<file path="src/rtl/vram_console_writer_if.sv">
// Byte-stream handshake into the console writer.
// The sender holds char_data while char_valid && !char_ready.
interface vram_console_writer_if;
  logic       char_valid;
  logic [7:0] char_data;
  logic       char_ready;

  modport master (
    output char_valid,
    output char_data,
    input  char_ready
  );

  modport slave (
    input  char_valid,
    input  char_data,
    output char_ready
  );
endinterface

</file>
<file path="src/rtl/vram_console_writer.sv">
// Console writer: puts characters into the text buffer, tracks the
// cursor and runs hardware scroll/clear through the VRAM write port.
module vram_console_writer #(
  parameter int       VRAM_BASE = 'h1000,
  parameter int       TEXTCOL   = 64,
  parameter int       TEXTROW   = 37,
  parameter int       ADDRW     = 15,
  parameter bit [7:0] BLANK     = 8'h20
) (
  input  logic                 clk,
  input  logic                 rst_n,
  vram_console_writer_if.slave cin,
  output logic [ADDRW-1:0]     vid_address,
  output logic [7:0]           vid_wdata,
  output logic                 vid_we,
  input  logic [7:0]           vid_rdata,
  output logic [5:0]           cursor_col,
  output logic [5:0]           cursor_row,
  output logic                 busy
);

  typedef enum logic [2:0] {
    IDLE,
    PUT,
    SCROLL_RD,
    SCROLL_WR,
    FILL
  } state_t;

  localparam int CELLS    = TEXTCOL * TEXTROW;
  localparam int SCROLL_N = (TEXTROW - 1) * TEXTCOL;

  localparam logic [ADDRW-1:0] BASE =
    ADDRW'(VRAM_BASE);
  localparam logic [ADDRW-1:0] ROW1 =
    ADDRW'(VRAM_BASE + TEXTCOL);
  localparam logic [ADDRW-1:0] LROW =
    ADDRW'(VRAM_BASE + SCROLL_N);

  localparam logic [5:0]  LAST_COL = 6'(TEXTCOL - 1);
  localparam logic [5:0]  LAST_ROW = 6'(TEXTROW - 1);
  localparam logic [11:0] IDX_LAST = 12'(SCROLL_N - 1);
  localparam logic [11:0] CELLS_N  = 12'(CELLS);
  localparam logic [11:0] ROW_N    = 12'(TEXTCOL);

  state_t           state_q, state_d;
  logic [5:0]       col_q, col_d;
  logic [5:0]       row_q, row_d;
  logic [ADDRW-1:0] addr_q, addr_d;
  logic [7:0]       wdata_q, wdata_d;
  logic             we_q, we_d;
  logic [11:0]      idx_q, idx_d;
  logic [11:0]      cnt_q, cnt_d;

  logic             accept;
  logic             nl;
  logic             is_print;
  logic [7:0]       ch;
  logic [ADDRW-1:0] cell_addr;

  assign ch       = cin.char_data;
  assign accept   = cin.char_valid && (state_q == IDLE);
  assign is_print = (ch >= 8'h20) && (ch <= 8'h7E);

  assign cell_addr = BASE
    + ADDRW'(row_q) * ADDRW'(TEXTCOL)
    + ADDRW'(col_q);

  always_comb begin
    state_d = state_q;
    col_d   = col_q;
    row_d   = row_q;
    addr_d  = addr_q;
    wdata_d = wdata_q;
    we_d    = 1'b0;
    idx_d   = idx_q;
    cnt_d   = cnt_q;
    nl      = 1'b0;

    unique case (state_q)
      IDLE: begin
        if (accept) begin
          unique case (1'b1)
            is_print: begin
              state_d = PUT;
              we_d    = 1'b1;
              addr_d  = cell_addr;
              wdata_d = ch;
            end
            ch == 8'h0D: col_d = '0;
            ch == 8'h0A: nl = 1'b1;
            ch == 8'h08: begin
              if (col_q != '0) col_d = col_q - 6'd1;
            end
            ch == 8'h0C: begin
              col_d   = '0;
              row_d   = '0;
              state_d = FILL;
              we_d    = 1'b1;
              addr_d  = BASE;
              wdata_d = BLANK;
              cnt_d   = CELLS_N;
            end
            default: ;
          endcase
        end
      end
      PUT: begin
        state_d = IDLE;
        if (col_q == LAST_COL) begin
          col_d = '0;
          nl    = 1'b1;
        end else begin
          col_d = col_q + 6'd1;
        end
      end
      SCROLL_RD: begin
        state_d = SCROLL_WR;
        we_d    = 1'b1;
        addr_d  = BASE + ADDRW'(idx_q);
      end
      SCROLL_WR: begin
        if (idx_q == IDX_LAST) begin
          state_d = FILL;
          we_d    = 1'b1;
          addr_d  = LROW;
          wdata_d = BLANK;
          cnt_d   = ROW_N;
        end else begin
          state_d = SCROLL_RD;
          idx_d   = idx_q + 12'd1;
          addr_d  = ROW1 + ADDRW'(idx_q + 12'd1);
        end
      end
      FILL: begin
        if (cnt_q == 12'd1) begin
          state_d = IDLE;
        end else begin
          we_d   = 1'b1;
          cnt_d  = cnt_q - 12'd1;
          addr_d = addr_q + 1'b1;
        end
      end
      default: state_d = IDLE;
    endcase

    // Newline on the last row starts a scroll instead of moving down.
    if (nl) begin
      if (row_q != LAST_ROW) begin
        row_d = row_q + 6'd1;
      end else begin
        col_d   = '0;
        idx_d   = '0;
        state_d = SCROLL_RD;
        addr_d  = ROW1;
      end
    end
  end

  always_ff @(posedge clk or negedge rst_n) begin
    if (!rst_n) begin
      state_q <= IDLE;
      col_q   <= '0;
      row_q   <= '0;
      addr_q  <= BASE;
      wdata_q <= BLANK;
      we_q    <= 1'b0;
      idx_q   <= '0;
      cnt_q   <= '0;
    end else begin
      state_q <= state_d;
      col_q   <= col_d;
      row_q   <= row_d;
      addr_q  <= addr_d;
      wdata_q <= wdata_d;
      we_q    <= we_d;
      idx_q   <= idx_d;
      cnt_q   <= cnt_d;
    end
  end

  // Copy data arrives one cycle after the read address, in SCROLL_WR.
  assign vid_wdata = (state_q == SCROLL_WR) ? vid_rdata : wdata_q;

  assign vid_address    = addr_q;
  assign vid_we         = we_q;
  assign cursor_col     = col_q;
  assign cursor_row     = row_q;
  assign cin.char_ready = (state_q == IDLE);
  assign busy           = (state_q == SCROLL_RD)
                       || (state_q == SCROLL_WR)
                       || (state_q == FILL);

endmodule

</file>
<file path="src/flat_wrapper.sv">
// flat-port wrapper written by rule: the top's interface ports become plain ports
module vram_console_writer_flat 
#(
  parameter int       VRAM_BASE = 'h1000,
  parameter int       TEXTCOL   = 64,
  parameter int       TEXTROW   = 37,
  parameter int       ADDRW     = 15,
  parameter bit [7:0] BLANK     = 8'h20
)
  (clk, rst_n, vid_address, vid_wdata, vid_we, vid_rdata, cursor_col, cursor_row, busy, cin_char_valid, cin_char_data, cin_char_ready);
  vram_console_writer_if cin_i ();
  input  logic clk;
  input  logic rst_n;
  output logic [ADDRW-1:0] vid_address;
  output logic [7:0] vid_wdata;
  output logic vid_we;
  input  logic [7:0] vid_rdata;
  output logic [5:0] cursor_col;
  output logic [5:0] cursor_row;
  output logic busy;
  input wire logic [$bits(cin_i.char_valid)-1:0] cin_char_valid;
  input wire logic [$bits(cin_i.char_data)-1:0] cin_char_data;
  output wire logic [$bits(cin_i.char_ready)-1:0] cin_char_ready;
  assign cin_i.char_valid = cin_char_valid;
  assign cin_i.char_data = cin_char_data;
  assign cin_char_ready = cin_i.char_ready;
  vram_console_writer #(.VRAM_BASE(VRAM_BASE), .TEXTCOL(TEXTCOL), .TEXTROW(TEXTROW), .ADDRW(ADDRW), .BLANK(BLANK)) u_core (.clk(clk), .rst_n(rst_n), .cin(cin_i), .vid_address(vid_address), .vid_wdata(vid_wdata), .vid_we(vid_we), .vid_rdata(vid_rdata), .cursor_col(cursor_col), .cursor_row(cursor_row), .busy(busy));
endmodule
</file>
<file path="config.mk">
export PLATFORM = sky130hd
export DESIGN_NAME = vram_console_writer_flat
export DESIGN_NICKNAME = d
export VERILOG_FILES = /design/src/rtl/vram_console_writer_if.sv /design/src/rtl/vram_console_writer.sv /design/src/flat_wrapper.sv
export SDC_FILE = /design/constraint.sdc
export NUM_CORES = 1
export LEC_CHECK = 0
export BUFFER_PORTS_ARGS = -buffer_cell sky130_fd_sc_hd__buf_2
export CAP_MARGIN = 20
export CORE_UTILIZATION = 64
export DETAILED_ROUTE_END_ITERATION = 12
export PLACE_DENSITY = 0.95
export SLEW_MARGIN = 20
export SYNTH_ARGS = -nofsm -noshare
export SYNTH_HDL_FRONTEND = slang
export SYNTH_SLANG_ARGS = --single-unit
</file>
<file path="constraint.sdc">
create_clock -name clk -period 8 [get_ports clk]
set_clock_uncertainty 0.1 [all_clocks]
set_input_delay 0 -clock clk [delete_from_list [all_inputs] [get_ports clk]]
set_output_delay 0 -clock clk [all_outputs]
set_load 0.02 [all_outputs]
</file>
==> results of run 1 <==
[through the flow]
stage	utilization, %	instance area [µm²]	hold WS, ps
final	76.4	5250	61.7
after global routing	76.4	5250	86.8
after CTS	76.3	5240	53.3
after detailed placement	71.2	4890	129
after global placement	71.2	4890	121
after floorplan	-	4620	-396
[synth_stat cells, drive strengths merged, types with 3 or more instances]
cell	n	share of area [%]
nand2	90	7.3
dfrtp	61	33
nor2	56	4.7
o21ai	41	4.4
a21oi	31	3.5
nand3	21	2.5
nand4	20	2.8
nor3	19	2.6
clkbuf	17	1.4
inv	17	1.4
buf	15	1.8
a31oi	11	1.5
ha	11	3.0
xor2	11	2.1
nor4	10	2.6
o211ai	10	1.6
xnor2	9	1.7
and4	7	1.4
a21o	6	0.98
or2	6	0.81
or3	6	0.81
a211oi	5	0.92
a221oi	5	1.1
a222oi	5	1.1
and2	5	0.73
o31ai	5	0.81
mux2i	4	0.87
nor3b	4	0.65
a22oi	3	0.49
nand2b	3	0.41
nand4b	3	0.57
nor2b	3	0.41
o21a	3	0.49
o22ai	3	0.41
o41ai	3	0.73
[flip-flops by register name, summed over array words and instances, names as in the netlist]
| name | count |
|---|---|
| u_core.cnt_q | 12 |
| u_core.wdata_q | 8 |
| u_core.vid_we | 1 |
| u_core.cursor_row | 6 |
| u_core.state_q | 3 |
| u_core.cursor_col | 6 |
| u_core.vid_address | 15 |
| u_core.idx_q | 12 |
[power by group through the flow]
stage | Sequential, mW | Clock [mW] | Combinational (mW)
after global routing | 0.567 | 0.394 | 0.652
after detailed placement | 0.554 | 0 | 0.576
final | 0.562 | 0.380 | 0.601
after CTS | 0.549 | 0.378 | 0.587
after floorplan | 0.521 | 0 | 0.433
after global placement | 0.545 | 0 | 0.554
[layout make-up]
| cell class | count | share of cell area [%] |
|---|---|---|
| clock inverter | 7 | 2.77 |
| inverter | 17 | 1.22 |
| clock buffer | 9 | 2.36 |
| sequential | 63 | 30.1 |
| tap | 96 | 2.29 |
| timing repair buffer | 67 | 7.30 |
| multi-input combinational | 452 | 54.0 |
[path summary, 6_finish.rpt]
check | startpoint | end | cells past startpoint
worst max-delay path | u_core.idx_q[0] | u_core.vid_address[10] | 11
worst min-delay path | cin_char_valid | u_core.cursor_row[2] | 4
worst max register to register | u_core.idx_q[0] | u_core.vid_address[10] | 11
worst min register to register | u_core.wdata_q[5] | u_core.wdata_q[5] | 2
max in group asynchronous | rst_n | u_core.cursor_row[5] | 3
min in group asynchronous | rst_n | u_core.wdata_q[6] | 3
[layer usage]
metal / vias up / part of all wire, % / track usage [%]
met5: - / 0 / 0
met2: 389 / 47 / 61.6
met3: 52 / 11 / 8.53
met1: 2256 / 39 / 51.1
li1: 2179 / - / -
met4: 0 / 3.1 / 18.0
[what timing repair did]
item / CTS / global route
hold buffers: 8 / 0
hold endpoints to repair: 70 / 0
gates resized for setup: 0 / 0
[tightest hold or removal path, delay by kind of cell]
| kind | cells | cell delay, ps |
|---|---|---|
| and+or+nand+nor | 3 | 320 |
| buffers and inverters | 1 | 150 |
[logic make-up after synthesis]
group / after synthesis
AOI/OAI and AO/OA: 154
xor gates and xnor gates: 20
adders and majority gates: 11
buffers and inverters: 49
DFF: 63
muxes: 5
and+or+nand+nor: 262
==> results.cfg, run 1 <==
[place]
global_placer_s_final_weighted_congestion = 0.931
placed_cells_incl_taps = 687
buffer_ports.inserted = 56
dpl.hpwl_um = 9680
dp_worst_setup_slack_ps = 4960

[cts]
cts.root.buffer_cell = clkbuf_8
post-cts-setup-buffers = 0
clock_path_buffers = 2
clock_network_latency_to_the_later_pin_of_the_worst_skew_pair_ps = 360
cts_inserted_buffers = 9
cts-htree-levels = 3
cts.sink_count = 63
worst_setup_hold_path_clk_slew_ps = 80
tritoncts_clock_tree = done

[worst_setup_path]
critical_path.max_fanout = 8
worstPathCellList = ha_1 -> nand4_2 -> or2_2 -> xnor2_1 -> ha_1 -> nor2_1 -> nor3_1 -> o21ai_0 -> a31o_2 -> a21oi_1 -> nand4_1
crit_path_end_kind = flip-flop
cp_common_cell = ha_1
start_kind = flip-flop
cpMaxStageDelayCell = dfrtp_1
worstPathBufferInverterCount = 0
worst-r2r-setup-slack_ps = 4810
timing.critical_path.slowest_cell_delay_ps = 470
crit_required_ps = 8120
path_class = flip-flop to flip-flop
cp.arrival_ps = 3310
cpLargestDelayFamily = simple AND/OR/NAND/NOR gates

[timing]
worstMarginPinSlew_ps = 828
slew_headroom_pct = 44.7
min_period_over_period_pct = 39.8
unrepaired_setup_endpoints_after_global_routing = false
fmaxAchievable_mhz = 314
finalSetupTns_ps = 0
finalSetupViolations = 0
number_of_slew_limit_violations_in_the_final_report = 0
finalWorstSetupSlack_ps = 4810
period_minus_slack_ps = 3190
timing.final.hold_violations = 0

[logic_synthesis]
synth_enable_flop_cells = 0
synth_area_per_cell_um2 = 8.19
syn-cell-area_um2 = 4620
synth-main-ff-cell = dfrtp_1
asyncSetResetFlopFracSynth_pct = 100
post_synth_fa_ha_maj_area_fraction_pct = 2.98
synth_cell_type_count = 85
synth-xor-area-share_pct = 3.79
fraction_of_synthesized_area_in_multiplexers_pct = 1.11
ys.warnings.count = 0
synth.yosys.seq_area_share_pct = 34.2
synthCells = 564
synthesis.nets = 594
number_of_storage_elements_in_the_synthesis_netlist = 63
synth_top_family_by_area = simple AND/OR/NAND/NOR gates
synth_compound_area_share_pct = 22.8
synth_simple_gate_area_share_pct = 30.5

[pwr]
clock_power_share_pct = 24.6
intPower_mw = 0.871
ir_drop_uv = 178
p_seq_share_pct = 36.4
post-layout-total-power_mw = 1.54
power_per_cell_area_nw_per_um2 = 294
power.switching_mw = 0.672
power_switching_share_pct = 43.6
power_leakage_nw = 2.25
combinationalPowerShare_pct = 39.0

[drt]
drt_drc_violations_left = 0
vias = 4876
postRouteWirelength_um = 14100
post_drt_via_cell_ratio = 6.86
drt_first_iter_violations = 704
ant_nets = 0
wire_per_inst_um = 19.8
drt_pre_antenna_iters = 8

[final_layout]
area.sequential_um2 = 1580
layout.filler_cells = 487
diodes = 0
layout-drive-gt1-share_pct = 18.5
most-common-layout-cells = nand2_1, dfrtp_1, buf_2
layout_commonest_cell = nand2_1
post_layout_nonfiller_instances = 711
multi_input_comb_area_um2 = 2830
final_nets = 640
syn2layout_area_growth_pct = 13.6

[floorplanning]
die-width_um = 86.9
ios = 57
die_h_um = 86.9
dieArea_um2 = 7560
core_um2 = 6870
initial_utilization_pct = 67.2
placement_rows = 30

[min_path]
hp-class = primary input to flip-flop

[global_route]
grt_antenna_before_repair = 0
grt_max_degree = 64
grt-ovfl-total = 0
grt_pass1_vias = 4574
first_pass_grt_wire_length_um = 22300
grt.total_usage_pct = 38.9

[run]
max_cap_viol_count = 0

[outcome]
run_status = finished, final reports clean
No activity file was read; power rests on OpenSTA's default activity.
==> run 2: changes to the inputs <==
--- a/config.mk
+++ b/config.mk
@@ -7,9 +7,9 @@
 export LEC_CHECK = 0
 export BUFFER_PORTS_ARGS = -buffer_cell sky130_fd_sc_hd__buf_2
 export CAP_MARGIN = 20
-export CORE_UTILIZATION = 64
+export CORE_UTILIZATION = 59
 export DETAILED_ROUTE_END_ITERATION = 12
-export PLACE_DENSITY = 0.95
+export PLACE_DENSITY = 0.92
 export SLEW_MARGIN = 20
 export SYNTH_ARGS = -nofsm -noshare
 export SYNTH_HDL_FRONTEND = slang
==> constraint.sdc (replaced) <==
create_clock -name clk -period 3.3 [get_ports clk]
set_clock_uncertainty 0.1 [all_clocks]
set_input_delay 0 -clock clk [delete_from_list [all_inputs] [get_ports clk]]
set_output_delay 0 -clock clk [all_outputs]
set_load 0.02 [all_outputs]
==> results.cfg, run 2 (synthesis gave the netlist of run 1 again) <==
[drt]
drt_first_iter_violations = 572
drt_pre_antenna_iters = 7
drt_drc_violations_left = 0
wire_per_inst_um = 19.8
postRouteWirelength_um = 14300
vias = 4966
post_drt_via_cell_ratio = 6.88
ant_nets = 0

[cts]
post-cts-setup-buffers = 0
clock_path_buffers = 2
tritoncts_clock_tree = done
clock_network_latency_to_the_later_pin_of_the_worst_skew_pair_ps = 350
cts.root.buffer_cell = clkbuf_8
cts-htree-levels = 3
worst_setup_hold_path_clk_slew_ps = 80
cts_inserted_buffers = 9
cts.sink_count = 63

[global_route]
grt_max_degree = 49
grt_pass1_vias = 4466
grt.total_usage_pct = 35.4
grt_antenna_before_repair = 0
grt-ovfl-total = 0
first_pass_grt_wire_length_um = 22900

[pwr]
ir_drop_uv = 462
power_per_cell_area_nw_per_um2 = 675
power_leakage_nw = 2.26
post-layout-total-power_mw = 3.54

[worst_setup_path]
crit_path_end_kind = flip-flop
cp.arrival_ps = 3170
cpMaxStageDelayCell = dfrtp_1
start_kind = flip-flop
cp_common_cell = nand4_1
worstPathCellList = nor4b_4 -> nand4_1 -> a21boi_2 -> nor2_1 -> o21ai_0 -> nand4_1
worst-r2r-setup-slack_ps = 230
crit_required_ps = 3400
rr_worst_depth = 6
path_class = flip-flop to flip-flop
critical_path.max_fanout = 17
critPathCapture = u_core.vid_address[4]
critPathLaunch = u_core.state_q[1]
critical_path.reg2reg.startpoint = u_core.state_q[1]
timing.critical_path.slowest_cell_delay_ps = 600
worstReg2RegEnd = u_core.vid_address[4]

[timing]
number_of_slew_limit_violations_in_the_final_report = 0
unrepaired_setup_endpoints_after_global_routing = false
timing.final.hold_violations = 0
finalSetupTns_ps = 0
slew_headroom_pct = 43.7
finalSetupViolations = 0
period_minus_slack_ps = 3070
fmaxAchievable_mhz = 326
worstMarginPinSlew_ps = 841
min_period_over_period_pct = 92.9

[final_layout]
diodes = 0
most-common-layout-cells = nand2_1, dfrtp_1, buf_2
largest_register_ff_count = 15
syn2layout_area_growth_pct = 13.7
final_util_pct = 70.9
layout_commonest_cell = nand2_1
finalInstanceArea_um2 = 5250
final_nets = 648
layout-drive-gt1-share_pct = 19.4

[place]
place_area_um2 = 4950
buffer_ports.inserted = 56
global_placer_s_final_weighted_congestion = 0.944
dpl.hpwl_um = 9880

[floorplanning]
die-width_um = 90.5
initial_utilization_pct = 62.3
dieArea_um2 = 8180
core_um2 = 7410
die_h_um = 90.5
ios = 57
placement_rows = 31

[run]
max_cap_viol_count = 0

[min_path]
hp-class = primary input to async pin

[outcome]
run_status = finished, final reports clean
## run 2: changes by cell type in the layout (fill, tap and decap cells not counted), sizes merged
| cell | change |
|---|---|
| clkinv | +1 |
| bufinv | -3 |
| buf | +7 |
| clkbuf | +2 |
| dlygate4sd3 | +1 |
## run 2: area by class of cell
cell class                      count  area [µm²]
Multi-Input combinational cell    452        2830
Fill cell                         564        2160
Sequential cell                    63        1580
Timing Repair Buffer               75         448
Clock buffer                       11         151
Tap cell                           99         124
Inverter                           17        63.8
Clock inverter                      5        56.3
## run 2: through the flow
step | hold slack, ps | instances | setup slack (ps)
after floorplan | -396 | 564 | 645
after global placement | 162 | 697 | 464
after detailed placement | 178 | 697 | 274
after CTS | 175 | 722 | 264
after global routing | 172 | 722 | 19.6
final | 123 | 722 | 234
## run 2: worst max-delay path: cells and delay by family, from the launching register on
kind | cells | cell delay [ps]
simple gates | 4 | 1290
compound gates | 2 | 930
flops | 1 | 600
## run 2: how the worst min path moves through the flow
stage	start	end	slack [ps]	cells past startpoint
floorplan	rst_n	u_core.cnt_q[0]	-400	0
global placement	rst_n	u_core.wdata_q[6]	160	1
detailed placement	rst_n	u_core.wdata_q[1]	180	1
CTS	cin_char_data[7]	u_core.cursor_col[1]	180	6
global route	rst_n	u_core.cursor_col[1]	170	2
finish	rst_n	u_core.idx_q[10]	120	2
## run 2: what timing repair did
item	in CTS	in global routing
endpoints found under the setup margin	0	1
hold endpoints to repair	53	0
gates resized for setup	0	1
hold buffers	9	0
## run 2: report_power, final
| group | switching (mW) | leakage, nW | total [mW] | internal, mW |
|---|---|---|---|---|
| Clock | 0.323 | 0.105 | 0.711 | 0.389 |
| Sequential | 0.378 | 0.703 | 1.34 | 0.964 |
| Combinational | 0.910 | 1.45 | 1.49 | 0.580 |
## run 2: per-layer routing
layer / vias to the layer above / part of all wire (%) / GRT usage, %
li1: 2181 / - / -
met1: 2337 / 39 / 47.4
met2: 380 / 46 / 55.7
met3: 68 / 11 / 7.66
met4: 0 / 3.4 / 13.8
met5: - / 0 / 0
